==> src/rtl/instruction_memory_loader_pkg.sv <==
// Shared definitions for the instruction memory loader: FSM state encodings,
// word geometry and the byte-index helper used by the packer.
package instruction_memory_loader_pkg;

  typedef enum logic [1:0] {
    LDR_IDLE  = 2'd0,
    LDR_LOAD  = 2'd1,
    LDR_WRITE = 2'd2,
    LDR_DONE  = 2'd3
  } ldr_state_t;

  localparam int BYTES_PER_WORD = 4;
  localparam int INSTR_W        = 32;
  localparam int BYTE_W         = 8;
  localparam int BIDX_W         = 2;

  // Byte index wraps naturally modulo BYTES_PER_WORD because BIDX_W is exactly log2 of it.
  function automatic logic [BIDX_W-1:0] bidx_next(input logic [BIDX_W-1:0] idx);
    return idx + 2'd1;
  endfunction

endpackage

==> src/rtl/instruction_memory_loader_byte_word_packer.sv <==
// Shift register that assembles bytes MSB-first into a 32-bit instruction word,
// with a modulo-4 byte index that tells the loader when a word completes.
module byte_word_packer
  import instruction_memory_loader_pkg::*;
(
  input  logic               clk,
  input  logic               rst_n,
  input  logic               clear,
  input  logic               shift_en,
  input  logic [BYTE_W-1:0]  byte_in,
  output logic [INSTR_W-1:0] word_out,
  output logic               word_full
);

  logic [INSTR_W-1:0] word_r;
  logic [BIDX_W-1:0]  idx_r;

  // Shift each accepted byte into the low end so the first byte ends up in bits 31:24.
  always_ff @(posedge clk) begin
    if (!rst_n) begin
      word_r <= {INSTR_W{1'b0}};
      idx_r  <= {BIDX_W{1'b0}};
    end else if (clear) begin
      word_r <= {INSTR_W{1'b0}};
      idx_r  <= {BIDX_W{1'b0}};
    end else if (shift_en) begin
      word_r <= {word_r[INSTR_W-BYTE_W-1:0], byte_in};
      idx_r  <= bidx_next(idx_r);
    end else begin
      word_r <= word_r;
      idx_r  <= idx_r;
    end
  end

  assign word_out  = word_r;
  // High while three bytes are held: the next shift completes the word.
  assign word_full = (idx_r == 2'(BYTES_PER_WORD - 1));

endmodule

==> src/rtl/instruction_memory_loader.sv <==
// Write side of the instruction memory: packs a byte stream into words, writes
// them from address 0 upward, holds the core in reset and reports how the load ended.
module instruction_memory_loader
  import instruction_memory_loader_pkg::*;
#(
  parameter int DEPTH  = 8,
  parameter int ADDR_W = 3
) (
  input  logic               clk,
  input  logic               rst_n,
  input  logic               start,
  input  logic               byte_valid,
  input  logic [BYTE_W-1:0]  byte_data,
  input  logic               byte_last,
  output logic               byte_ready,
  output logic               mem_we,
  output logic [ADDR_W-1:0]  mem_addr,
  output logic [INSTR_W-1:0] mem_wdata,
  output logic               cpu_hold,
  output logic               done,
  output logic               error,
  output logic [ADDR_W:0]    word_count
);

  localparam logic [ADDR_W:0]   DEPTH_C  = (ADDR_W+1)'(DEPTH);
  localparam logic [ADDR_W:0]   WC_ONE   = (ADDR_W+1)'(1);
  localparam logic [ADDR_W-1:0] ADDR_MAX = ADDR_W'(DEPTH - 1);
  localparam logic [ADDR_W-1:0] ADDR_ONE = ADDR_W'(1);

  ldr_state_t         state_r;
  logic [ADDR_W-1:0]  addr_r;
  logic [ADDR_W:0]    word_count_r;
  logic               last_seen_r;
  logic               byte_ready_r;
  logic               mem_we_r;
  logic               cpu_hold_r;
  logic               done_r;
  logic               error_r;

  logic               xfer_s;
  logic               clear_s;
  logic               word_full_s;
  logic [INSTR_W-1:0] word_s;

  assign xfer_s  = byte_valid && byte_ready_r;
  assign clear_s = start && ((state_r == LDR_IDLE) || (state_r == LDR_DONE));

  byte_word_packer u_packer (
    .clk       (clk),
    .rst_n     (rst_n),
    .clear     (clear_s),
    .shift_en  (xfer_s),
    .byte_in   (byte_data),
    .word_out  (word_s),
    .word_full (word_full_s)
  );

  // Loader FSM with address/count bookkeeping; every output is set here so it comes straight off a flop.
  always_ff @(posedge clk) begin
    if (!rst_n) begin
      state_r      <= LDR_IDLE;
      addr_r       <= {ADDR_W{1'b0}};
      word_count_r <= {(ADDR_W+1){1'b0}};
      last_seen_r  <= 1'b0;
      byte_ready_r <= 1'b0;
      mem_we_r     <= 1'b0;
      cpu_hold_r   <= 1'b0;
      done_r       <= 1'b0;
      error_r      <= 1'b0;
    end else begin
      case (state_r)
        LDR_IDLE, LDR_DONE: begin
          if (start) begin
            state_r      <= LDR_LOAD;
            addr_r       <= {ADDR_W{1'b0}};
            word_count_r <= {(ADDR_W+1){1'b0}};
            last_seen_r  <= 1'b0;
            byte_ready_r <= 1'b1;
            mem_we_r     <= 1'b0;
            cpu_hold_r   <= 1'b1;
            done_r       <= 1'b0;
            error_r      <= 1'b0;
          end else begin
            state_r <= state_r;
          end
        end
        LDR_LOAD: begin
          if (xfer_s && word_full_s) begin
            state_r      <= LDR_WRITE;
            last_seen_r  <= byte_last;
            byte_ready_r <= 1'b0;
            mem_we_r     <= 1'b1;
          end else if (xfer_s && byte_last) begin
            // Program ended mid-word: drop the partial word and report it.
            state_r      <= LDR_DONE;
            byte_ready_r <= 1'b0;
            cpu_hold_r   <= 1'b0;
            done_r       <= 1'b1;
            error_r      <= 1'b1;
          end else begin
            state_r <= LDR_LOAD;
          end
        end
        LDR_WRITE: begin
          mem_we_r     <= 1'b0;
          word_count_r <= word_count_r + WC_ONE;
          addr_r       <= (addr_r == ADDR_MAX) ? addr_r : addr_r + ADDR_ONE;
          if (last_seen_r) begin
            state_r    <= LDR_DONE;
            cpu_hold_r <= 1'b0;
            done_r     <= 1'b1;
            error_r    <= 1'b0;
          end else if ((word_count_r + WC_ONE) == DEPTH_C) begin
            // Memory full and the stream still has not signalled its end.
            state_r    <= LDR_DONE;
            cpu_hold_r <= 1'b0;
            done_r     <= 1'b1;
            error_r    <= 1'b1;
          end else begin
            state_r      <= LDR_LOAD;
            byte_ready_r <= 1'b1;
          end
        end
        default: begin
          state_r      <= LDR_IDLE;
          byte_ready_r <= 1'b0;
          mem_we_r     <= 1'b0;
          cpu_hold_r   <= 1'b0;
          done_r       <= 1'b0;
          error_r      <= 1'b0;
        end
      endcase
    end
  end

  assign byte_ready = byte_ready_r;
  assign mem_we     = mem_we_r;
  assign mem_addr   = addr_r;
  assign mem_wdata  = word_s;
  assign cpu_hold   = cpu_hold_r;
  assign done       = done_r;
  assign error      = error_r;
  assign word_count = word_count_r;

endmodule

==> config.mk <==
export PLATFORM = sky130hd
export DESIGN_NAME = instruction_memory_loader
export DESIGN_NICKNAME = d
export VERILOG_FILES = /design/src/rtl/instruction_memory_loader_pkg.sv /design/src/rtl/instruction_memory_loader_byte_word_packer.sv /design/src/rtl/instruction_memory_loader.sv
export SDC_FILE = /design/constraint.sdc
export NUM_CORES = 1
export LEC_CHECK = 0
export CAP_MARGIN = 20
export CORE_MARGIN = 5
export CORE_UTILIZATION = 48
export CTS_CLUSTER_DIAMETER = 100
export DETAILED_ROUTE_END_ITERATION = 6
export PLACE_DENSITY_LB_ADDON = 0.3
export SLEW_MARGIN = 25
export SYNTH_ARGS = -nofsm -noshare
export SYNTH_HDL_FRONTEND = slang
export SYNTH_SLANG_ARGS = --single-unit
==> constraint.sdc <==
create_clock -name clk -period 1.9 [get_ports clk]
set_input_delay 0.19 -clock clk [delete_from_list [all_inputs] [get_ports clk]]
set_output_delay 0.19 -clock clk [all_outputs]
set_load 0.02 [all_outputs]
==> reports/summary.txt, run 1 <==
Outcome: finished clean
Fmax: 0.583 GHz
Final setup viols: 0
CP max-delay cell: or3_1
Core area: 4320 um2
CP max FO: 4
P_sw: 523 uW
CP startpoint kind: flip-flop
Layout cells sized above 1: 6.65%
Internal Power: 1.43 mW
Final Slew Violations: 0
Clock Power Share: 31.7%
Num rows: 24
Starting Density: 48.8%
CTS clock-pin slew for the worst setup and hold paths: 0.10 ns
CP required: 2.10 ns
Setup TNS: 0 ns
# nets final: 334
Number of setup buffers added after CTS: 0
ANT cells: 0
Later-pin clock latency in the skew report: 0.30 ns
# clock sinks: 49
Routed Antenna Nets: 0
Via Count: 1923
Die H: 76.3 um
Relative slew slack: 72.6%
Placed insts: 360
Clock skew: 0.00697 ns
Number of gates resized after CTS: 0
Synth area leaders: dfxtp_1 (46%), nand2_1 (14%), a21oi_1 (9.5%)
Global-route wire length before repair: 8.19 mm
VDD IR max: 451 uV
Seq pwr share: 54.5%
Setup Crit Path Kind: flip-flop to flip-flop
CTS root buf: clkbuf_8
Comb pwr share: 13.8%
IO Count: 57
Reg2reg start: u_packer.idx_r[0]
Synth warnings: 0
Gr ovfl total: 0
Yosys top cell area share: 46.5%
Leakage Power: 1.00 nW
CTS tree: yes
Post-synth EDFFs: 0
Wire per inst: 13.2 um
IO buf count: 56
Syn_area_per_cell: 8.12 um2
Crit-path max cell delay: 0.39 ns
Worst Setup SP: u_packer.idx_r[0]
Power Density: 686 nW/um2
Post-synth cell types: 39
Clock H-tree levels: 2
DR DRC count: 0
Dominant cell type by area after synthesis: dfxtp_1
Clock buffer depth: 2
Gpl congestion: 0.828
Pin count of the biggest net entering global routing: 35
CTS Buf Count: 5
Critical Path End Type: flip-flop
Min-delay src: byte_data[5]
Max cap viols: 0
Worst hold path class: input port to flip-flop
Share of async-settable or async-resettable flops after synthesis: 0%
DR iter-0 viols: 111
Final WL: 4.86 mm
Global Route Usage Sum: 16.7%
CP delay by family, top: simple AND/OR/NAND/NOR gates
Period Utilization, post-route: 90.2%
CP Buf/Inv Count: 0
Drt pass-1 iters: 4
Post-synthesis sequential area ratio: 46.5%
Worst-Margin Slew: 0.411 ns
Die area: 5820 um2
Ys flop type: dfxtp_1
Final Hold Vio Count: 0
Via-per-instance ratio: 5.23
Initial antenna violation count: 0
Non-Filler Instances: 368
CP Data Arrival Time: 1.91 ns
Cts hold-fix bufs: 0
Die width: 76.3 um
Syn Std Cell Area: 2110 um2
Mapped Cells: 260
Syn_nets: 279
Fin crit period: 1.71 ns
Switching part of the total power: 26.8%
Area growth, synth to finish: 34.6%
RSZ-0062 raised after global routing: false
Vias in the first global route: 1715
Worst-path cell chain: ha_1, or3_1, a221o_1, mux2_4
Dpl hpwl: 3.37 mm
Post-synthesis register bit count: 49
[cells in the final DEF, fill, tap and decap left out, drive strengths merged, types with 5 or more instances in the layout]
cell | synthesis | layout
clkdlybuf4s50 | 0 | 56
clkbuf | 15 | 5
ha | 6 | 6
nand2 | 79 | 79
a21oi | 40 | 40
inv | 4 | 5
buf | 2 | 9
dfxtp | 49 | 49
nor2b | 7 | 7
[state kept, by name, summed over array words and instances, names as in the netlist]
signal and flops:
word_count 4, cpu_hold 1, error 1, u_packer.idx_r 2, u_packer.word_out 32, mem_addr 3
done 1, byte_ready 1, last_seen_r 1, state_r 2, mem_we 1
[cell type report]
cell class / count / area [um2]
clock inverter: 3 / 21.3
fill: 388 / 1480
sequential: 49 / 981
inverter: 4 / 15.0
clock buffer: 5 / 68.8
tap: 52 / 65.1
timing repair buffer: 65 / 641
multi-input combinational: 190 / 1050
[synth_stat cells (2+ instances only)]
cell type	instances
a211oi_1	3
a21boi_1	4
a21o_1	2
a21oi_1	40
and2_1	4
buf_2	2
clkbuf_1	15
dfxtp_1	49
ha_1	6
inv_1	3
mux2i_1	4
nand2_1	78
nand2b_1	3
nand3_1	3
nand3b_1	3
nor2_1	4
nor2b_1	7
nor3b_1	3
o211ai_1	4
o21ai_1	3
xnor2_1	2
[power by group through the flow]
stage	clock network [mW]	registers [mW]	logic, mW
floorplan	0	1.10	0.140
CTS	0.633	1.06	0.270
global route	0.685	1.07	0.294
detailed placement	0	1.09	0.269
finish	0.617	1.06	0.269
global placement	0	1.09	0.268
[cells by family (layout without fill, tap and decap cells)]
| kind of cell | count (synthesis) | after routing | share of synthesized area, % |
|---|---|---|---|
| and+or+nand+nor | 110 | 110 | 23.2 |
| AOI/OAI and AO/OA | 66 | 66 | 18.9 |
| DFF | 49 | 49 | 46.5 |
| buffers and inverters | 21 | 77 | 3.85 |
| adders and majority gates | 6 | 6 | 3.56 |
| muxes | 6 | 6 | 3.14 |
| xor gates and xnor gates | 2 | 2 | 0.830 |
[through the flow]
step	instance area [um2]	power, mW	worst slack (ns)	hold slack [ns]	utilization [%]
finish	2840	1.95	0.186	0.428	65.7
global route	2840	2.04	0.0781	0.408	65.7
CTS	2840	1.96	0.187	0.422	65.7
detailed placement	2750	1.36	0.0573	0.450	63.6
global placement	2750	1.35	0.0876	0.443	63.6
floorplan	2110	1.24	0.141	0.326	-
[worst reg2reg max path: cells and delay by family, from the launching register on]
family                   cells  cell delay, ns
AND/OR/NAND/NOR              1            0.39
flip-flops                   1            0.33
multiplexers                 1            0.30
adder cells (fa/ha/maj)      1            0.25
AO/OA/AOI/OAI                1            0.34
[layer usage]
layer | GRT usage, % | wire length (um) | vias up
li1 | - | - | 993
met1 | 22.8 | 2300 | 865
met2 | 25.2 | 2220 | 55
met3 | 4.96 | 254 | 10
met4 | 5.94 | 88 | 0
met5 | 0 | 0 | -
[path summary, 6_finish.rpt]
path / depth (start not counted) / slack [ns] / endpoint
worst max-delay path: 4 / 0.19 / done
worst min-delay path: 3 / 0.43 / u_packer.word_out[5]
worst max register to register: 4 / 0.19 / done
worst min register to register: 2 / 0.46 / u_packer.word_out[28]
Note: power is estimated with default switching activity, not from simulation.
==> inputs of run 2 (changes only) <==
--- a/config.mk
+++ b/config.mk
@@ -5,11 +5,12 @@
 export SDC_FILE = /design/constraint.sdc
 export NUM_CORES = 1
 export LEC_CHECK = 0
+export ABC_AREA = 1
 export CAP_MARGIN = 20
-export CORE_MARGIN = 5
-export CORE_UTILIZATION = 48
+export CORE_UTILIZATION = 47
 export CTS_CLUSTER_DIAMETER = 100
 export DETAILED_ROUTE_END_ITERATION = 6
+export HOLD_SLACK_MARGIN = 0.03
 export PLACE_DENSITY_LB_ADDON = 0.3
 export SLEW_MARGIN = 25
 export SYNTH_ARGS = -nofsm -noshare
==> run 2 against run 1 <==
  * Die area down 24%
  * Cell area is 6.3% lower
  * Power down 1.3%
  * Clock power decreased by 2%
  * Wire length shrank 14%
  * Cell count down 1.6%
  * Synthesized cell count is 2.3% lower
  * Maximum frequency increased by 2.4%
  * Non-clock buffer count decreased by 6
  * Clock skew fell by 0.0014 ns
  * Via count down 7.6%
  * Largest power group unchanged
==> reports/summary.txt, run 2 <==
Outcome: finished clean (unchanged)
Number of setup buffers added after CTS: 0 (unchanged)
Count leader, synth: nand2_1 (unchanged)
# clock sinks: 49 (unchanged)
Post-synthesis register bit count: 49 (unchanged)
Synth area leaders: dfxtp_1 (50%), nand2_1 (18%), a21oi_1 (12%) (was dfxtp_1 (46%), nand2_1 (14%), a21oi_1 (9.5%))
DR DRC count: 0 (unchanged)
Setup TNS: 0 ns (unchanged)
Fin crit period: 1.67 ns (was 1.71 ns)
Syn Std Cell Area: 1970 um2 (was 2110 um2)
Layout cells sized above 1: 7.05% (was 6.65%)
CP delay by family, top: simple AND/OR/NAND/NOR gates (unchanged)
Share of async-settable or async-resettable flops after synthesis: 0% (unchanged)
Gr ovfl total: 0 (unchanged)
Post-Place Setup Slack: 0.210 ns (was 0.0573 ns)
CTS Buf Count: 5 (unchanged)
Multi-input logic area: 875 um2 (was 1050 um2)
Dpl hpwl: 2.91 mm (was 3.37 mm)
Crit-path max cell delay: 0.36 ns (was 0.39 ns)
Gpl congestion: 0.814 (was 0.828)
Synth warnings: 0 (unchanged)
Post-synth cell types: 22 (was 39)
Number of fill cells: 358 (was 388)
Syn_nets: 273 (was 279)
Final core occ: 66.6% (was 65.7%)
Wire per inst: 11.5 um (was 13.2 um)
Max cap viols: 0 (unchanged)
Most common library cells after synthesis: nand2_1 (92), dfxtp_1 (49), a21oi_1 (48) (was nand2_1 (78), dfxtp_1 (49), a21oi_1 (40))
Yosys top cell area share: 49.9% (was 46.5%)
Global Route Usage Sum: 20.1% (was 16.7%)
Core area: 4000 um2 (was 4320 um2)
Number of gates resized after CTS: 0 (unchanged)
Top cell by count, worst path: inv_1
Worst-Margin Slew: 0.339 ns (was 0.411 ns)
CP startpoint kind: flip-flop (unchanged)
Starting Density: 49.2% (was 48.8%)
Clock skew: 0.00556 ns (was 0.00697 ns)
CP required: 2.12 ns (was 2.10 ns)
IO buf count: 56 (unchanged)
# nets final: 330 (was 334)
Drt pass-1 iters: 4 (unchanged)
RSZ-0062 raised after global routing: false (unchanged)
Die H: 66.7 um (was 76.3 um)
Dominant cell type by area after synthesis: dfxtp_1 (unchanged)
Setup Crit Path Kind: flip-flop to flip-flop (unchanged)
Final Hold Vio Count: 0 (unchanged)
CTS clock-pin slew for the worst setup and hold paths: 0.09 ns (was 0.10 ns)
Power Density: 723 nW/um2 (was 686 nW/um2)
Via-per-instance ratio: 4.91 (was 5.23)
Hold path depth: 3 (unchanged)
Via Count: 1776 (was 1923)
Syn_area_per_cell: 7.74 um2 (was 8.12 um2)
Final Slew Violations: 0 (unchanged)
Mapped Cells: 254 (was 260)
Initial antenna violation count: 0 (unchanged)
Fin area: 2660 um2 (was 2840 um2)
Leakage Power: 0.955 nW (was 1.00 nW)
Post-synth EDFFs: 0 (unchanged)
CP Data Arrival Time: 1.90 ns (was 1.91 ns)
Relative slew slack: 77.3% (was 72.6%)
Critical path depth: 7 (was 4)
Commonest non-fill, non-tap cell in the layout: nand2_1 (unchanged)
Area growth, synth to finish: 35.4% (was 34.6%)
Register Area: 981 um2 (unchanged)
Routed Antenna Nets: 0 (unchanged)
Post-DP Area: 2580 um2 (was 2750 um2)
Final worst slack: 0.226 ns (was 0.186 ns)
Later-pin clock latency in the skew report: 0.30 ns (about the same)
Clock buffer depth: 2 (unchanged)
ANT cells: 0 (unchanged)
Final setup viols: 0 (unchanged)
IO Count: 57 (unchanged)
Post-synthesis sequential area ratio: 49.9% (was 46.5%)
CTS root buf: clkbuf_8 (unchanged)
CTS tree: yes (unchanged)
Global-route wire length before repair: 6.73 mm (was 8.19 mm)
Vias in the first global route: 1470 (was 1715)
Fmax: 0.597 GHz (was 0.583 GHz)
Cts hold-fix bufs: 0 (unchanged)
Die area: 4450 um2 (was 5820 um2)
CP Buf/Inv Count: 2 (was 0)
Worst hold path class: input port to flip-flop (unchanged)
Num rows: 23 (was 24)
VDD IR max: 562 uV (was 451 uV)
Die width: 66.7 um (was 76.3 um)
Ys flop type: dfxtp_1 (unchanged)
Critical Path End Type: flip-flop (unchanged)
Final WL: 4.17 mm (was 4.86 mm)
Most frequent cells in the layout: nand2_1 (92), clkdlybuf4s50_1 (56), dfxtp_1 (49), a21oi_1 (48), inv_1 (14) (was nand2_1 (78), clkdlybuf4s50_1 (56), dfxtp_1 (49), a21oi_1 (40), buf_4 (8))
Number of flip-flops in the largest register: 32 (unchanged)
DR iter-0 viols: 101 (was 111)
Worst Reg-to-Reg Cells: 7 (was 4)
CP max FO: 5 (was 4)
Worst-path cell chain: inv_1, ha_1, nand2_2, inv_1, nor2_1, nand3_1, a21oi_1 (was ha_1, or3_1, a221o_1, mux2_4)
Clock H-tree levels: 2 (unchanged)
Pin count of the biggest net entering global routing: 35 (unchanged)
CP max-delay cell: dfxtp_1 (was or3_1)
Period Utilization, post-route: 88.1% (was 90.2%)
==> run 2: final cells by class <==
class | count | area share [%]
sequential | 49 | 36.8
clock inverter | 2 | 0.517
clock buffer | 6 | 2.73
multi-input combinational | 180 | 32.8
tap | 50 | 2.35
inverter | 16 | 2.35
timing repair buffer | 59 | 22.4
==> run 2: final timing paths <==
check	startpoint	end	slack (ns)
setup reg to reg	state_r[0]	mem_addr[1]	0.23
setup / recovery	state_r[0]	mem_addr[1]	0.23
hold reg to reg	u_packer.word_out[27]	u_packer.word_out[27]	0.47
hold / removal	byte_data[3]	u_packer.word_out[3]	0.44
==> run 2: kinds of logic (layout without fill, tap and decap cells) <==
group           Yosys count  count (layout)  synth area share, %
fa+ha+maj                 6               6                 3.82
flops                    49              49                 49.9
compound gates           58              58                 16.0
xor+xnor                  1               1                0.445
simple gates            115             115                 24.2
buf+inv                  25              83                 5.66
==> run 2: routing by layer <==
layer  track usage [%]  part of all wire (%)  up-vias
li1                  -                     -      935
met1              27.9                    49      787
met2              30.6                    45       46
met3              4.62                   4.9        8
met4              6.38                   1.5        0
met5                 0                     0        -
==> run 2: worst min-delay path, stage by stage <==
cell and delay [ns]:
clkdlybuf4s50_1 0.39, nand2_1 0.06, a21oi_1 0.05
==> run 2: through the flow <==
step                std cells  total power, mW  hold slack [ns]
finish                    362             1.92            0.439
global route              362             2.00            0.452
CTS                       362             1.94            0.432
detailed placement        354             1.34            0.456
global placement          354             1.34            0.448
floorplan                 254             1.25            0.312
==> run 2: power by group <==
group | internal (mW) | leakage (nW) | switching (mW)
combinational | 0.101 | 0.513 | 0.155
sequential | 1.05 | 0.396 | 0.0155
clock | 0.263 | 0.0456 | 0.341
total | 1.41 | 0.955 | 0.512
==> patch 1 (settings of run 1) <==
The parameter `ADDR_W` goes from 3 to 4.
--- a/src/rtl/instruction_memory_loader.sv
+++ b/src/rtl/instruction_memory_loader.sv
@@ -5,5 +5,5 @@
 #(
   parameter int DEPTH  = 8,
-  parameter int ADDR_W = 3
+  parameter int ADDR_W = 4
 ) (
   input  logic               clk,
Ports: changed (resized mem_addr and word_count); port bits go from 57 to 59. No check against the original RTL was run, so the function may have changed too.
==> patch 1 against run 1 <==
Final area rose by 3.5%. Cell count rose by 3.3%. Sequential cell count rose by 2. Worst setup slack improved by 0.0087 ns. Routed wire length rose by 4.8%. Area after synthesis rose by 4.4%.
Power is not compared: it rests on default switching activity, and its combinational part moved more than twofold at a synthesized area within 25%.
==> patch 1: results (changes against run 1) <==
{| class="wikitable"
! Metric !! Value
|-
| Average wire per standard cell || 13.4 um (+1.5%)
|-
| Critical Path Max Stage Delay || 0.50 ns (+0.11 ns)
|-
| Routability congestion estimate || 0.815 (-1.5%)
|-
| Synth cell count leaders || sky130_fd_sc_hd__nand2_1, sky130_fd_sc_hd__dfxtp_1, sky130_fd_sc_hd__a21oi_1
|-
| Path class of the lowest-slack min-delay path || in2reg
|-
| Kind of cell adding the most delay to the critical path || compound AO/OA/AOI/OAI gates
|-
| Seq/Total Area, Yosys || 46.3% (-0.16 points)
|-
| Filler cell count || 392 (+1.0%)
|-
| Number of flip-flops in the largest register || 32 (unchanged)
|-
| Transition at the pin with the smallest max-transition slack || 0.435 ns (+0.0245 ns)
|-
| Port-buffer cells || 58 (+3.6%)
|-
| Number of distinct library cells after synthesis || 42 (+7.7%)
|-
| Post-Place Cells || 373 (+3.6%)
|-
| Maximum fanout encountered on the critical timing path || 8 (+4)
|-
| Dpl hpwl || 3590 um (+6.4%)
|-
| All-Layer GR Usage || 16.8% (+0.062 points)
|-
| Fin Clk Skew || 0.00574 ns (-0.00124 ns)
|-
| Outcome || complete, no violations
|-
| Number of DRC markers after the initial detailed-route iteration || 160 (+44%)
|-
| Top area cells in the synthesized netlist || sky130_fd_sc_hd__dfxtp_1, sky130_fd_sc_hd__nand2_1, sky130_fd_sc_hd__a21oi_1
|-
| Pin count of the biggest net entering global routing || 39 (+11%)
|-
| Worst EP arrival || 1.93 ns (+0.02 ns)
|-
| Share of cells above drive strength 1 || 7.32% (+0.67 points)
|-
| Final-stage net count || 346 (+3.6%)
|-
| Wire length of the first global-routing pass || 8630 um (+5.3%)
|-
| FFs w/ async S/R, synth || 0% (unchanged)
|-
| Vias post-DR || 1,978 (+2.9%)
|-
| Mapped Nets || 290 (+3.9%)
|-
| Crit path max-delay cell type || sky130_fd_sc_hd__dfxtp_1
|-
| Post-synthesis average cell area || 8.11 um2 (-0.16%)
|}
## patch 1: final cells by class
class / instances / area [um2] / share of cell area [%]
clock inverter: 2 / 13.8 / 0.468
clock buffer: 5 / 68.8 / 2.34
timing repair buffer: 67 / 673 / 22.9
tap: 52 / 65.1 / 2.21
sequential: 51 / 1020 / 34.7
multi-input combinational: 199 / 1080 / 36.8
inverter: 4 / 15.0 / 0.511
## patch 1: what timing repair did
item	in CTS	in global routing
gates resized for setup	0	2
endpoints found under the hold margin	0	0
buffers inserted	0	0
endpoints found under the setup margin	0	2
## patch 1: worst paths after layout
check / start / end / slack [ns] / cells past startpoint
max: word_count[0] / error / 0.19 / 6
min: byte_data[7] / u_packer.word_out[7] / 0.44 / 3
max reg2reg: word_count[0] / error / 0.19 / 6
min reg2reg: u_packer.word_out[28] / u_packer.word_out[28] / 0.46 / 2
## patch 1: power groups by stage
stage / Combinational [mW] / Clock (mW) / Sequential [mW]
after floorplan: 0.886 / 0 / 1.33
after global routing: 1.49 / 0.661 / 1.25
final: 1.36 / 0.598 / 1.24
after global placement: 1.31 / 0 / 1.26
after CTS: 1.33 / 0.613 / 1.24
after detailed placement: 1.33 / 0 / 1.26
## patch 1: worst register-to-register path, stage by stage (launching register included)
cell,delay [ns]
sky130_fd_sc_hd__dfxtp_1,0.50
sky130_fd_sc_hd__ha_1,0.31
sky130_fd_sc_hd__nand2_1,0.13
sky130_fd_sc_hd__a21o_1,0.23
sky130_fd_sc_hd__a221oi_4,0.27
sky130_fd_sc_hd__nand3_1,0.12
sky130_fd_sc_hd__o21ai_0,0.09
## patch 1: metal layers
metal | wire, um | track usage [%] | vias up
met5 | 0 | 0 | -
met4 | 25 | 3.61 | 0
met3 | 257 | 3.82 | 2
met2 | 2340 | 26.9 | 49
met1 | 2470 | 23.1 | 893
li1 | - | - | 1034
## patch 1: cells by family after synthesis
| group | Yosys count | synth area share, % |
|---|---|---|
| xor gates and xnor gates | 3 | 1.19 |
| muxes | 2 | 0.908 |
| AOI/OAI and AO/OA | 71 | 19.9 |
| DFF | 51 | 46.3 |
| adders and majority gates | 5 | 2.84 |
| buffers and inverters | 22 | 4.94 |
| and+or+nand+nor | 118 | 23.9 |
## patch 1: through the flow
step,setup slack (ns),area [um2]
after global placement,0.199,2850
after floorplan,0.217,2200
after detailed placement,0.137,2850
final,0.195,2940
after global routing,0.0341,2940
after CTS,0.0904,2930
==> patch 2 (flow settings as in run 1) <==
Made on the original files. Encoding of `ldr_state_t`: now one-hot (4 bits for 4 states).
--- a/src/rtl/instruction_memory_loader_pkg.sv
+++ b/src/rtl/instruction_memory_loader_pkg.sv
@@ -3,9 +3,9 @@
 package instruction_memory_loader_pkg;
 
-  typedef enum logic [1:0] {
-    LDR_IDLE  = 2'd0,
-    LDR_LOAD  = 2'd1,
-    LDR_WRITE = 2'd2,
-    LDR_DONE  = 2'd3
+  typedef enum logic [3:0] {
+    LDR_IDLE  = 4'b0001,
+    LDR_LOAD  = 4'b0010,
+    LDR_WRITE = 4'b0100,
+    LDR_DONE  = 4'b1000
   } ldr_state_t;
 
Check against the original RTL: no difference found for any inputs over 10 cycles, from zero or initial values and one cycle with rst_n low; not proved beyond that.
==> patch 2 against run 1 <==
Area after synthesis is 2.3% lower. Clock power down 6.2%. Total power up 7.4%. Critical path type unchanged. Worst setup slack worse by 0.053 ns. First-iteration DRC count grew 37%. Sequential cell count grew 2. Sequential power grew 8%. Final area shrank 2.9%. Cell count is 2.4% lower. Routed wire length fell by 2.9%. Highest routed layer unchanged.
==> patch 2: results (changes against run 1) <==
{| class="wikitable"
! Metric !! Value
|-
| Outcome || complete, no violations
|-
| Final-stage net count || 325 (-2.7%)
|-
| Number of DRC markers after the initial detailed-route iteration || 152 (+37%)
|-
| Met2 Track Usage GR || 27.5% (+2.3 points)
|-
| Wire length of the first global-routing pass || 7730 um (-5.6%)
|-
| Non-clock buffer share of cell area || 22.7% (+0.12 points)
|-
| Via density || 5.34 (+2.1%)
|-
| Via count of the first global-routing pass || 1,710 (-0.29%)
|-
| Fraction of area in multi-input gates || 34.6% (-2.4 points)
|-
| XOR/XNOR Fraction of Synth Area || 1.27% (+0.44 points)
|-
| Critical Path Max Stage Delay || 0.63 ns (+0.24 ns)
|-
| Mapped Nets || 269 (-3.6%)
|-
| All-Layer GR Usage || 17.4% (+0.63 points)
|-
| Worst relative slew slack || 63.3% (-9.3 points)
|-
| Worst R2R Setup Slack || 0.13 ns (-0.05 ns)
|-
| # clk buffers || 7 (+2)
|-
| Switch share || 27.6% (+0.73 points)
|-
| Multi-Input Combinational || 183 (-3.7%)
|-
| Clock distribution power || 0.579 mW (-6.2%)
|-
| Filler cell count || 359 (-7.5%)
|-
| Number of distinct library cells after synthesis || 41 (+5.1%)
|-
| Post-synthesis adder-cell area fraction || 2.43% (-1.1 points)
|-
| M1 WL || 2070 um (-10%)
|-
| Dpl ws || 0.171 ns (+0.114 ns)
|-
| Seq/Total Area, Yosys || 49.5% (+3.0 points)
|}
-- patch 2: cell types whose count changed after synthesis, moves of 4 or more --
cell,before,now
sky130_fd_sc_hd__clkbuf_1,15,8
sky130_fd_sc_hd__nor2b_1,7,1
sky130_fd_sc_hd__a21boi_1,4,0
sky130_fd_sc_hd__a31oi_1,0,4
sky130_fd_sc_hd__mux2i_1,4,0
sky130_fd_sc_hd__o22ai_1,0,4
-- patch 2: stage by stage --
stage	power, mW	cells	instance area [um2]
after floorplan	1.40	252	2060
after global placement	1.54	351	2680
after detailed placement	1.54	351	2680
after CTS	2.11	359	2760
after global routing	2.20	359	2760
final	2.09	359	2760
-- patch 2: worst max path at each step --
stage | startpoint | slack, ns | to | cells after the start
floorplan | state_r[0] | 0.30 | done | 6
global placement | state_r[0] | 0.22 | done | 4
detailed placement | state_r[2] | 0.17 | error | 4
CTS | state_r[2] | 0.12 | cpu_hold | 4
global route | state_r[0] | 0.04 | cpu_hold | 4
finish | state_r[2] | 0.13 | done | 4
